## src/rtl/regfile_wb_arbiter_if.sv

```systemverilog
// Bus bundle between the WB stage, the multicycle result path, decode and the regFile write port.
// master = the surrounding pipeline, slave = the arbiter.
interface regfile_wb_arbiter_if #(
  parameter int WORD_SIZE  = 32,
  parameter int ADDR_WIDTH = 5,
  parameter int FIFO_DEPTH = 2
);
  localparam int CW = $clog2(FIFO_DEPTH) + 1;

  logic                  wb_we;
  logic [ADDR_WIDTH-1:0] wb_addr;
  logic [WORD_SIZE-1:0]  wb_data;
  logic                  wb_hold;
  logic                  mc_valid;
  logic                  mc_ready;
  logic [ADDR_WIDTH-1:0] mc_addr;
  logic [WORD_SIZE-1:0]  mc_data;
  logic                  mc_issue;
  logic [ADDR_WIDTH-1:0] mc_issue_addr;
  logic [ADDR_WIDTH-1:0] rs1_addr;
  logic [ADDR_WIDTH-1:0] rs2_addr;
  logic                  rs1_busy;
  logic                  rs2_busy;
  logic                  sb_conflict;
  logic                  rf_we;
  logic [ADDR_WIDTH-1:0] rf_addr;
  logic [WORD_SIZE-1:0]  rf_data;
  logic [CW-1:0]         fifo_count;

  modport master (
    output wb_we, wb_addr, wb_data, mc_valid, mc_addr, mc_data,
           mc_issue, mc_issue_addr, rs1_addr, rs2_addr,
    input  wb_hold, mc_ready, rs1_busy, rs2_busy, sb_conflict,
           rf_we, rf_addr, rf_data, fifo_count
  );

  modport slave (
    input  wb_we, wb_addr, wb_data, mc_valid, mc_addr, mc_data,
           mc_issue, mc_issue_addr, rs1_addr, rs2_addr,
    output wb_hold, mc_ready, rs1_busy, rs2_busy, sb_conflict,
           rf_we, rf_addr, rf_data, fifo_count
  );
endinterface

```

## src/rtl/regfile_wb_arbiter.sv

```systemverilog
// Shares the regFile write port between the WB stage and buffered multicycle results,
// and tracks which registers still await a multicycle result.
module regfile_wb_arbiter #(
  parameter int WORD_SIZE  = 32,
  parameter int ADDR_WIDTH = 5,
  parameter int FIFO_DEPTH = 2,
  parameter int MAX_STARVE = 4
) (
  input logic clk_i,
  input logic rst_i,
  regfile_wb_arbiter_if.slave bus
);
  localparam int PW   = $clog2(FIFO_DEPTH);
  localparam int CW   = PW + 1;
  localparam int AGW  = $clog2(MAX_STARVE + 1);
  localparam int NREG = 2 ** ADDR_WIDTH;
  localparam logic [CW-1:0]  DEPTH_C  = CW'(FIFO_DEPTH);
  localparam logic [AGW-1:0] STARVE_C = AGW'(MAX_STARVE);

  logic [ADDR_WIDTH-1:0] fifo_addr_q [FIFO_DEPTH];
  logic [WORD_SIZE-1:0]  fifo_data_q [FIFO_DEPTH];
  logic [PW-1:0]         wr_ptr_q, wr_ptr_d;
  logic [PW-1:0]         rd_ptr_q, rd_ptr_d;
  logic [CW-1:0]         count_q, count_d;
  logic [AGW-1:0]        age_q, age_d;
  logic [NREG-1:0]       pending_q, pending_d;

  logic                  wb_req;
  logic                  fifo_empty;
  logic                  mc_ready;
  logic                  push;
  logic                  pop;
  logic                  head_go;
  logic                  issue_vld;
  logic [ADDR_WIDTH-1:0] head_addr;
  logic [WORD_SIZE-1:0]  head_data;

  assign wb_req     = bus.wb_we & (bus.wb_addr != '0);
  assign fifo_empty = (count_q == '0);
  assign mc_ready   = ~rst_i & (count_q < DEPTH_C);
  // x0 results are acknowledged but never stored
  assign push       = bus.mc_valid & mc_ready & (bus.mc_addr != '0);
  assign head_addr  = fifo_addr_q[rd_ptr_q];
  assign head_data  = fifo_data_q[rd_ptr_q];
  assign head_go    = ~fifo_empty & (~wb_req | (age_q >= STARVE_C));
  assign pop        = head_go & ~rst_i;
  assign issue_vld  = bus.mc_issue & (bus.mc_issue_addr != '0);

  assign bus.mc_ready    = mc_ready;
  assign bus.fifo_count  = count_q;
  assign bus.rs1_busy    = ~rst_i & pending_q[bus.rs1_addr];
  assign bus.rs2_busy    = ~rst_i & pending_q[bus.rs2_addr];
  assign bus.sb_conflict = ~rst_i & issue_vld & pending_q[bus.mc_issue_addr];

  always_comb begin
    bus.rf_we   = 1'b0;
    bus.rf_addr = '0;
    bus.rf_data = '0;
    bus.wb_hold = 1'b0;
    if (!rst_i) begin
      if (head_go) begin
        bus.rf_we   = 1'b1;
        bus.rf_addr = head_addr;
        bus.rf_data = head_data;
        bus.wb_hold = wb_req;
      end else if (wb_req) begin
        bus.rf_we   = 1'b1;
        bus.rf_addr = bus.wb_addr;
        bus.rf_data = bus.wb_data;
      end
    end
  end

  always_comb begin
    wr_ptr_d  = wr_ptr_q;
    rd_ptr_d  = rd_ptr_q;
    count_d   = count_q;
    age_d     = age_q;
    pending_d = pending_q;
    if (push) wr_ptr_d = wr_ptr_q + PW'(1);
    if (pop)  rd_ptr_d = rd_ptr_q + PW'(1);
    case ({push, pop})
      2'b10:   count_d = count_q + CW'(1);
      2'b01:   count_d = count_q - CW'(1);
      default: count_d = count_q;
    endcase
    if (fifo_empty || pop) begin
      age_d = '0;
    end else if (age_q < STARVE_C) begin
      age_d = age_q + AGW'(1);
    end
    // a same-cycle issue to the popped register keeps it pending
    if (pop)       pending_d[head_addr]         = 1'b0;
    if (issue_vld) pending_d[bus.mc_issue_addr] = 1'b1;
    pending_d[0] = 1'b0;
  end

  always_ff @(posedge clk_i or posedge rst_i) begin
    if (rst_i) begin
      wr_ptr_q  <= '0;
      rd_ptr_q  <= '0;
      count_q   <= '0;
      age_q     <= '0;
      pending_q <= '0;
    end else begin
      wr_ptr_q  <= wr_ptr_d;
      rd_ptr_q  <= rd_ptr_d;
      count_q   <= count_d;
      age_q     <= age_d;
      pending_q <= pending_d;
    end
  end

  always_ff @(posedge clk_i) begin
    if (push) begin
      fifo_addr_q[wr_ptr_q] <= bus.mc_addr;
      fifo_data_q[wr_ptr_q] <= bus.mc_data;
    end
  end
endmodule

```

## src/flat_wrapper.sv

```systemverilog
// flat-port wrapper written by rule: the top's interface ports become plain ports
module regfile_wb_arbiter_flat 
#(
  parameter int WORD_SIZE  = 32,
  parameter int ADDR_WIDTH = 5,
  parameter int FIFO_DEPTH = 2,
  parameter int MAX_STARVE = 4
)
  (clk_i, rst_i, bus_wb_we, bus_wb_addr, bus_wb_data, bus_mc_valid, bus_mc_addr, bus_mc_data, bus_mc_issue, bus_mc_issue_addr, bus_rs1_addr, bus_rs2_addr, bus_wb_hold, bus_mc_ready, bus_rs1_busy, bus_rs2_busy, bus_sb_conflict, bus_rf_we, bus_rf_addr, bus_rf_data, bus_fifo_count);
  regfile_wb_arbiter_if #(.WORD_SIZE(WORD_SIZE), .ADDR_WIDTH(ADDR_WIDTH), .FIFO_DEPTH(FIFO_DEPTH)) bus_i ();
  input logic clk_i;
  input logic rst_i;
  input wire logic [$bits(bus_i.wb_we)-1:0] bus_wb_we;
  input wire logic [$bits(bus_i.wb_addr)-1:0] bus_wb_addr;
  input wire logic [$bits(bus_i.wb_data)-1:0] bus_wb_data;
  input wire logic [$bits(bus_i.mc_valid)-1:0] bus_mc_valid;
  input wire logic [$bits(bus_i.mc_addr)-1:0] bus_mc_addr;
  input wire logic [$bits(bus_i.mc_data)-1:0] bus_mc_data;
  input wire logic [$bits(bus_i.mc_issue)-1:0] bus_mc_issue;
  input wire logic [$bits(bus_i.mc_issue_addr)-1:0] bus_mc_issue_addr;
  input wire logic [$bits(bus_i.rs1_addr)-1:0] bus_rs1_addr;
  input wire logic [$bits(bus_i.rs2_addr)-1:0] bus_rs2_addr;
  output wire logic [$bits(bus_i.wb_hold)-1:0] bus_wb_hold;
  output wire logic [$bits(bus_i.mc_ready)-1:0] bus_mc_ready;
  output wire logic [$bits(bus_i.rs1_busy)-1:0] bus_rs1_busy;
  output wire logic [$bits(bus_i.rs2_busy)-1:0] bus_rs2_busy;
  output wire logic [$bits(bus_i.sb_conflict)-1:0] bus_sb_conflict;
  output wire logic [$bits(bus_i.rf_we)-1:0] bus_rf_we;
  output wire logic [$bits(bus_i.rf_addr)-1:0] bus_rf_addr;
  output wire logic [$bits(bus_i.rf_data)-1:0] bus_rf_data;
  output wire logic [$bits(bus_i.fifo_count)-1:0] bus_fifo_count;
  assign bus_i.wb_we = bus_wb_we;
  assign bus_i.wb_addr = bus_wb_addr;
  assign bus_i.wb_data = bus_wb_data;
  assign bus_i.mc_valid = bus_mc_valid;
  assign bus_i.mc_addr = bus_mc_addr;
  assign bus_i.mc_data = bus_mc_data;
  assign bus_i.mc_issue = bus_mc_issue;
  assign bus_i.mc_issue_addr = bus_mc_issue_addr;
  assign bus_i.rs1_addr = bus_rs1_addr;
  assign bus_i.rs2_addr = bus_rs2_addr;
  assign bus_wb_hold = bus_i.wb_hold;
  assign bus_mc_ready = bus_i.mc_ready;
  assign bus_rs1_busy = bus_i.rs1_busy;
  assign bus_rs2_busy = bus_i.rs2_busy;
  assign bus_sb_conflict = bus_i.sb_conflict;
  assign bus_rf_we = bus_i.rf_we;
  assign bus_rf_addr = bus_i.rf_addr;
  assign bus_rf_data = bus_i.rf_data;
  assign bus_fifo_count = bus_i.fifo_count;
  regfile_wb_arbiter #(.WORD_SIZE(WORD_SIZE), .ADDR_WIDTH(ADDR_WIDTH), .FIFO_DEPTH(FIFO_DEPTH), .MAX_STARVE(MAX_STARVE)) u_core (.clk_i(clk_i), .rst_i(rst_i), .bus(bus_i));
endmodule
```

## config.mk

```make
export PLATFORM = sky130hd
export DESIGN_NAME = regfile_wb_arbiter_flat
export DESIGN_NICKNAME = d
export VERILOG_FILES = /design/src/rtl/regfile_wb_arbiter_if.sv /design/src/rtl/regfile_wb_arbiter.sv /design/src/flat_wrapper.sv
export SDC_FILE = /design/constraint.sdc
export NUM_CORES = 1
export LEC_CHECK = 0
export BUFFER_PORTS_ARGS = -buffer_cell sky130_fd_sc_hd__buf_2
export CORE_MARGIN = 3
export CORE_UTILIZATION = 44
export CTS_BUF_LIST = sky130_fd_sc_hd__clkbuf_4 sky130_fd_sc_hd__clkbuf_8
export CTS_CLUSTER_DIAMETER = 120
export DETAILED_ROUTE_END_ITERATION = 8
export MAX_ROUTING_LAYER = met4
export PLACE_DENSITY = 0.74
export SYNTH_ARGS = -nofsm -noshare
export SYNTH_HDL_FRONTEND = slang
export SYNTH_SLANG_ARGS = --single-unit
```

## constraint.sdc

```tcl
create_clock -name clk_i -period 5.3 [get_ports clk_i]
set_clock_uncertainty 0.15 [all_clocks]
set_input_delay 1.59 -clock clk_i [delete_from_list [all_inputs] [get_ports clk_i]]
set_output_delay 1.59 -clock clk_i [all_outputs]
set_load 0.05 [all_outputs]
```

==> results.toml, run 1 <==
[die]
fp.dieH_um = 122.3
start_util = 0.4605
pin_count = 139
die_area_um2 = 14960
core_um2 = 12930
die_x_um = 122.3
rows = 41

[route]
ant_nets = 0
drc = 0
viasPerCell = 6.206
wl_per_cell_um = 20.59
routed_wl_um = 16060
dr.pass1.iters = 6
drtIter0Drc = 540
num_vias = 4841

[worst_setup_path]
critPathMostFrequentCell = "buf_2"
cp-end-kind = "primary output"
setup.worst_path.start_class = "input port"
critical_path_required_ps = 3560
crit_arrival_ps = 3320
cp_cell_sequence = "buf_2 > or4_4 > o211a_4 > a2111oi_0 > buf_4 > nor3b_2 > buf_2"
path_buf_inv = 3
cp_top_family = "compound AO/OA/AOI/OAI gates"
crit_path_max_fanout = 4
critPathMaxStageDelay_ps = 560
path_class = "in2out"
cp_slowest_cell = "or4_4"

[cells_and_area]
nNetsFinal = 699
final_area_um2 = 6972
final_core_util = 0.5393
area_delta_synth_final_pct = 17.11
final_layout_size_suffix_gt1_frac = 0.3569
antenna_cells = 0

[clocking]
post_cts_resized = 0
cts_tree = "yes"
root_buffer = "clkbuf_8"
postCtsSetupBuffers = 0
htree_num_levels = 3
cts.sinks = 112
hold_buffers = 0
clockBufferDepth = 2
path_clk_slew_ps = 100
worstSkewPairLatency_ps = 370
numCtsBuffers = 9

[yosys]
synthTopCellsByArea = "edfxtp_1 (37%), dfrtp_1 (16%), mux4_2 (6.4%)"
synthSimpleGateAreaFrac = 0.08722
synth_top_cell_by_area = "edfxtp_1"
synth_fa_ha_area_frac = 0.004203
synth_compound_area_frac = 0.1795
synth_flop_cell = "edfxtp_1"
syn-cell-area_um2 = 5953
yosysMostFrequentCell = "edfxtp_1"
ys_warn_count = 0
synth_cell_types = 58
ys_ff_latch = 112
synthArstFlopShare = 0.3393
seq_area_frac_synth = 0.5330
synth_top_family_by_area = "compound AO/OA/AOI/OAI gates"
synth_xor_area_frac = 0.008827
syn_avg_cell_area_um2 = 12.35
synth.area.mux_share = 0.1461
synth_commonest_cells = "edfxtp_1 (74), dfrtp_1 (38), o21ai_0 (31)"
synthCells = 482
yosysTopAreaCellShare = 0.3733
syn_nets = 578
synth_edf_count = 74

[placement]
io_buffers = 138
hpwl_um = 11540
postPlaceCellArea_um2 = 6784
post-place-ws_ps = 259.0
gp_congestion = 0.9298

[timing]
slew_headroom = 0.2405
min_period_ps = 5058
worst_slack_ps = 242.4
worst_slew_pin_slew_ps = 1137
clock.fmax_ghz = 0.1977
fin_crit_sh = 0.9543
finalMaxSlewViolations = 0
setup_violations = 0
whs_ps = 414.6
hold_viol = 0
tns_ps = 0
rsz0062_at_grt = "false"

[global_route]
grt_first_pass_wirelength_um = 24860
grtUsageTotal = 0.2215
grt_max_degree = 49
grt_pass1_vias = 4689
gr-total-overflow = 0
antenna_found_initial = 0

[flow_run]
max-cap-violations = 0

[power_and_ir_drop]
p_leak_nw = 2.692
vdd_drop_max_mv = 0.2577
powerDensity_nw_per_um2 = 463.9

[min_path]
hp-class = "reg2reg"

[run_status]
outcome = "completed"
[worst register-to-register path, delay by kind of cell, from the launching register on]
kind | cells | cell delay (ps)
flops | 1 | 1130
simple gates | 1 | 800
compound gates | 2 | 460
mux | 1 | 410
[metal layers]
metal / up-vias / part of all wire / global-route usage
li1: 2156 / - / -
met1: 2394 / 0.42 / 0.3103
met2: 262 / 0.47 / 0.3291
met3: 29 / 0.085 / 0.04286
met4: 0 / 0.018 / 0.06928
met5: - / 0 / -
[cell families after synthesis]
family / count (synthesis)
compound gates: 153
xor+xnor: 6
fa+ha+maj: 2
buf+inv: 54
flops: 112
mux: 63
simple gates: 92
[placed cells by master, fill, tap and decap left out, types with 18 or more instances in the layout]
| master | n |
|---|---|
| buf_2 | 138 |
| a21oi_1 | 22 |
| edfxtp_1 | 74 |
| o21ai_0 | 31 |
| mux2i_1 | 25 |
| nand3_1 | 22 |
| mux2_2 | 21 |
| o2bb2ai_1 | 18 |
| o31ai_1 | 25 |
| o211ai_1 | 20 |
| dfrtp_1 | 37 |
[area by class of cell]
cell class	instances	area, um2
fillers	1121	5956
flip-flops and latches	112	3174
multi-input cells	316	2561
repair buffers	149	773.2
well taps	172	215.2
clock buffers	10	137.6
inverters	15	60.06
clock inverters	6	50.05
[sequential cells by signal, summed over array words and instances (netlist names)]
name / count
u_core.pending_q: 31
u_core.age_q: 3
u_core.rd_ptr_q: 1
u_core.fifo_addr_q: 10
u_core.bus.fifo_count: 2
u_core.wr_ptr_q: 1
u_core.fifo_data_q: 64
[power breakdown]
| group | internal, W | switching, W |
|---|---|---|
| Clock | 0.000191 | 0.000303 |
| Combinational | 0.000523 | 0.000848 |
| Sequential | 0.00113 | 0.000235 |
| Total | 0.00185 | 0.00139 |
[metrics by stage]
step / power, W / instances
after floorplan: 0.002366 / 482
after global placement: 0.002695 / 764
after detailed placement: 0.002747 / 764
after CTS: 0.003229 / 780
after global routing: 0.003403 / 780
final: 0.003234 / 780
[worst paths after layout]
kind | from | to | slack (ps) | depth (start not counted)
max | bus_wb_addr[2] | bus_rf_addr[2] | 240 | 7
min | u_core.pending_q[24] | u_core.pending_q[24] | 410 | 2
max reg2reg | u_core.rd_ptr_q | u_core.pending_q[10] | 2220 | 4
min reg2reg | u_core.pending_q[24] | u_core.pending_q[24] | 410 | 2
max in group asynchronous | rst_i | u_core.rd_ptr_q | 3050 | 4
min in group asynchronous | rst_i | u_core.pending_q[2] | 1570 | 4
No activity file was read; power rests on OpenSTA's default activity.
==> run 2, diff against run 1 <==
BUFFER_PORTS_ARGS = -buffer_cell sky130_fd_sc_hd__buf_4   (was -buffer_cell sky130_fd_sc_hd__buf_2)
==> run 2 against run 1 <==
- critical path depth unchanged
- clock power down 8.3%
- utilization up 2.4 points
- design area up 4.5%
- die area unchanged
- global-route usage up 0.49 points
- sequential power down 3%
- critical path type unchanged
- critical endpoint is now bus_rf_addr[0]
- largest cell class unchanged
- largest power group is now combinational logic
==> results.toml, run 2 (synthesis results as in run 1) <==
[timing]
clock.fmax_ghz = 0.1918
worst_slack_ps = 85.37
slew_headroom = 0.2542
min_period_ps = 5215
rsz0062_at_grt = "false"
finalMaxSlewViolations = 0
tns_ps = 0
setup_violations = 0
worst_slew_pin_slew_ps = 1116
hold_viol = 0
fin_crit_sh = 0.9839

[power_and_ir_drop]
switchingPower_w = 0.001360
vdd_drop_max_mv = 0.2375
power_frac_comb = 0.450
p_leak_nw = 2.763
powerDensity_nw_per_um2 = 446.2
power.clock.fraction = 0.139
seqPwrFrac = 0.411
swShare = 0.4185
internal_power_w = 0.001889

[cells_and_area]
final_layout_size_suffix_gt1_frac = 0.3515
mostFrequentLayoutCells = "buf_4 (147), edfxtp_1 (74), dfrtp_1 (37)"
top_register = "u_core.fifo_data_q"
reg_top3 = "u_core.fifo_data_q x64, u_core.pending_q x31, u_core.fifo_addr_q x10"
largest_reg_flops = 64
area_delta_synth_final_pct = 22.32
final_common_cell = "buf_4"
final_core_util = 0.5633
final_area_um2 = 7282
antenna_cells = 0
num-fill-cells = 1094
seq_area_um2 = 3174
nNetsFinal = 697
multi_input_area_um2 = 2561

[global_route]
grt_first_pass_wirelength_um = 25250
gr-total-overflow = 0
grt_max_degree = 38
grt_pass1_vias = 4788
antenna_found_initial = 0
grtUsageTotal = 0.2264

[worst_setup_path]
crit_arrival_ps = 3470
regToRegStartpoint = "u_core.rd_ptr_q"
crit_path_max_fanout = 20
reg2reg_slack_ps = 2630
cp-end-kind = "primary output"
critical_path_required_ps = 3560
path_class = "in2out"
r2r-end = "u_core.pending_q[14]"
setup.worst_path.start_class = "input port"
r2r_cells = 4
crit_end = "bus_rf_addr[0]"
crit_start = "bus_wb_addr[2]"

[placement]
io_buffers = 138
post-place-ws_ps = 141.4
postPlaceCellArea_um2 = 7114
gp_congestion = 0.9093
hpwl_um = 11800

[min_path]
hp-class = "reg2reg"
worstHoldStart = "u_core.wr_ptr_q"

[route]
dr.pass1.iters = 5
dr.max_layer_used = "met4"
ant_nets = 0
drtIter0Drc = 451
met3_length_um = 1455
wl_met2_um = 7604
wl_per_cell_um = 20.54
drc = 0
viasPerCell = 6.050
met1_length_um = 6544
routed_wl_um = 15980
num_vias = 4707

[die]
rows = 41
die_area_um2 = 14960
core_um2 = 12930
die_x_um = 122.3
pin_count = 139
start_util = 0.4605
fp.dieH_um = 122.3

[clocking]
hold_buffers = 0
cts_tree = "yes"
root_buffer = "clkbuf_8"
post_cts_resized = 0
worstSkewPairLatency_ps = 370
clockBufferDepth = 2
numCtsBuffers = 9
htree_num_levels = 3
cts.sinks = 112
path_clk_slew_ps = 100
postCtsSetupBuffers = 0

[run_status]
outcome = "completed"

[flow_run]
max-cap-violations = 0
-- run 2: layout make-up --
| type | count | share of cell area |
|---|---|---|
| clock buffer | 10 | 0.01804 |
| clock inverter | 6 | 0.004983 |
| inverter | 15 | 0.008247 |
| multi-input combinational | 316 | 0.3517 |
| sequential | 112 | 0.4359 |
| tap | 172 | 0.02955 |
| timing repair buffer | 147 | 0.1515 |
-- run 2: layer usage --
| metal | vias up | track usage |
|---|---|---|
| met3 | 31 | 0.06221 |
| li1 | 2147 | - |
| met2 | 242 | 0.3559 |
| met4 | 0 | 0.06788 |
| met1 | 2287 | 0.2891 |
| met5 | - | - |
-- run 2: how the worst min path moves through the flow --
stage / slack (ps) / cells after the start / to
after floorplan: 320 / 1 / u_core.wr_ptr_q
after global placement: 380 / 2 / u_core.pending_q[23]
after detailed placement: 390 / 2 / u_core.pending_q[17]
after CTS: 410 / 1 / u_core.wr_ptr_q
after global routing: 450 / 2 / u_core.pending_q[17]
final: 410 / 1 / u_core.wr_ptr_q
-- run 2: worst max-delay path, stage by stage --
cell	delay, ps
buf_4	110
or4_4	560
o211ai_2	230
buf_4	290
nand3_1	160
a21oi_1	270
buf_4	250
-- run 2: metrics by stage --
stage	power (W)	hold WS, ps	std cells
after global placement	0.002768	376.7	762
after CTS	0.003252	410.5	778
final	0.003249	408.9	778
after detailed placement	0.002808	394.5	762
after global routing	0.003434	450.8	778
after floorplan	0.002366	318.1	482
-- run 2: power by group through the flow --
stage,Sequential [W],Clock (W),Combinational [W]
final,0.00133,0.000453,0.00146
after detailed placement,0.00135,0,0.00146
after global placement,0.00134,0,0.00143
after global routing,0.00136,0.000496,0.00157
after floorplan,0.00128,0,0.00108
after CTS,0.00133,0.000459,0.00146
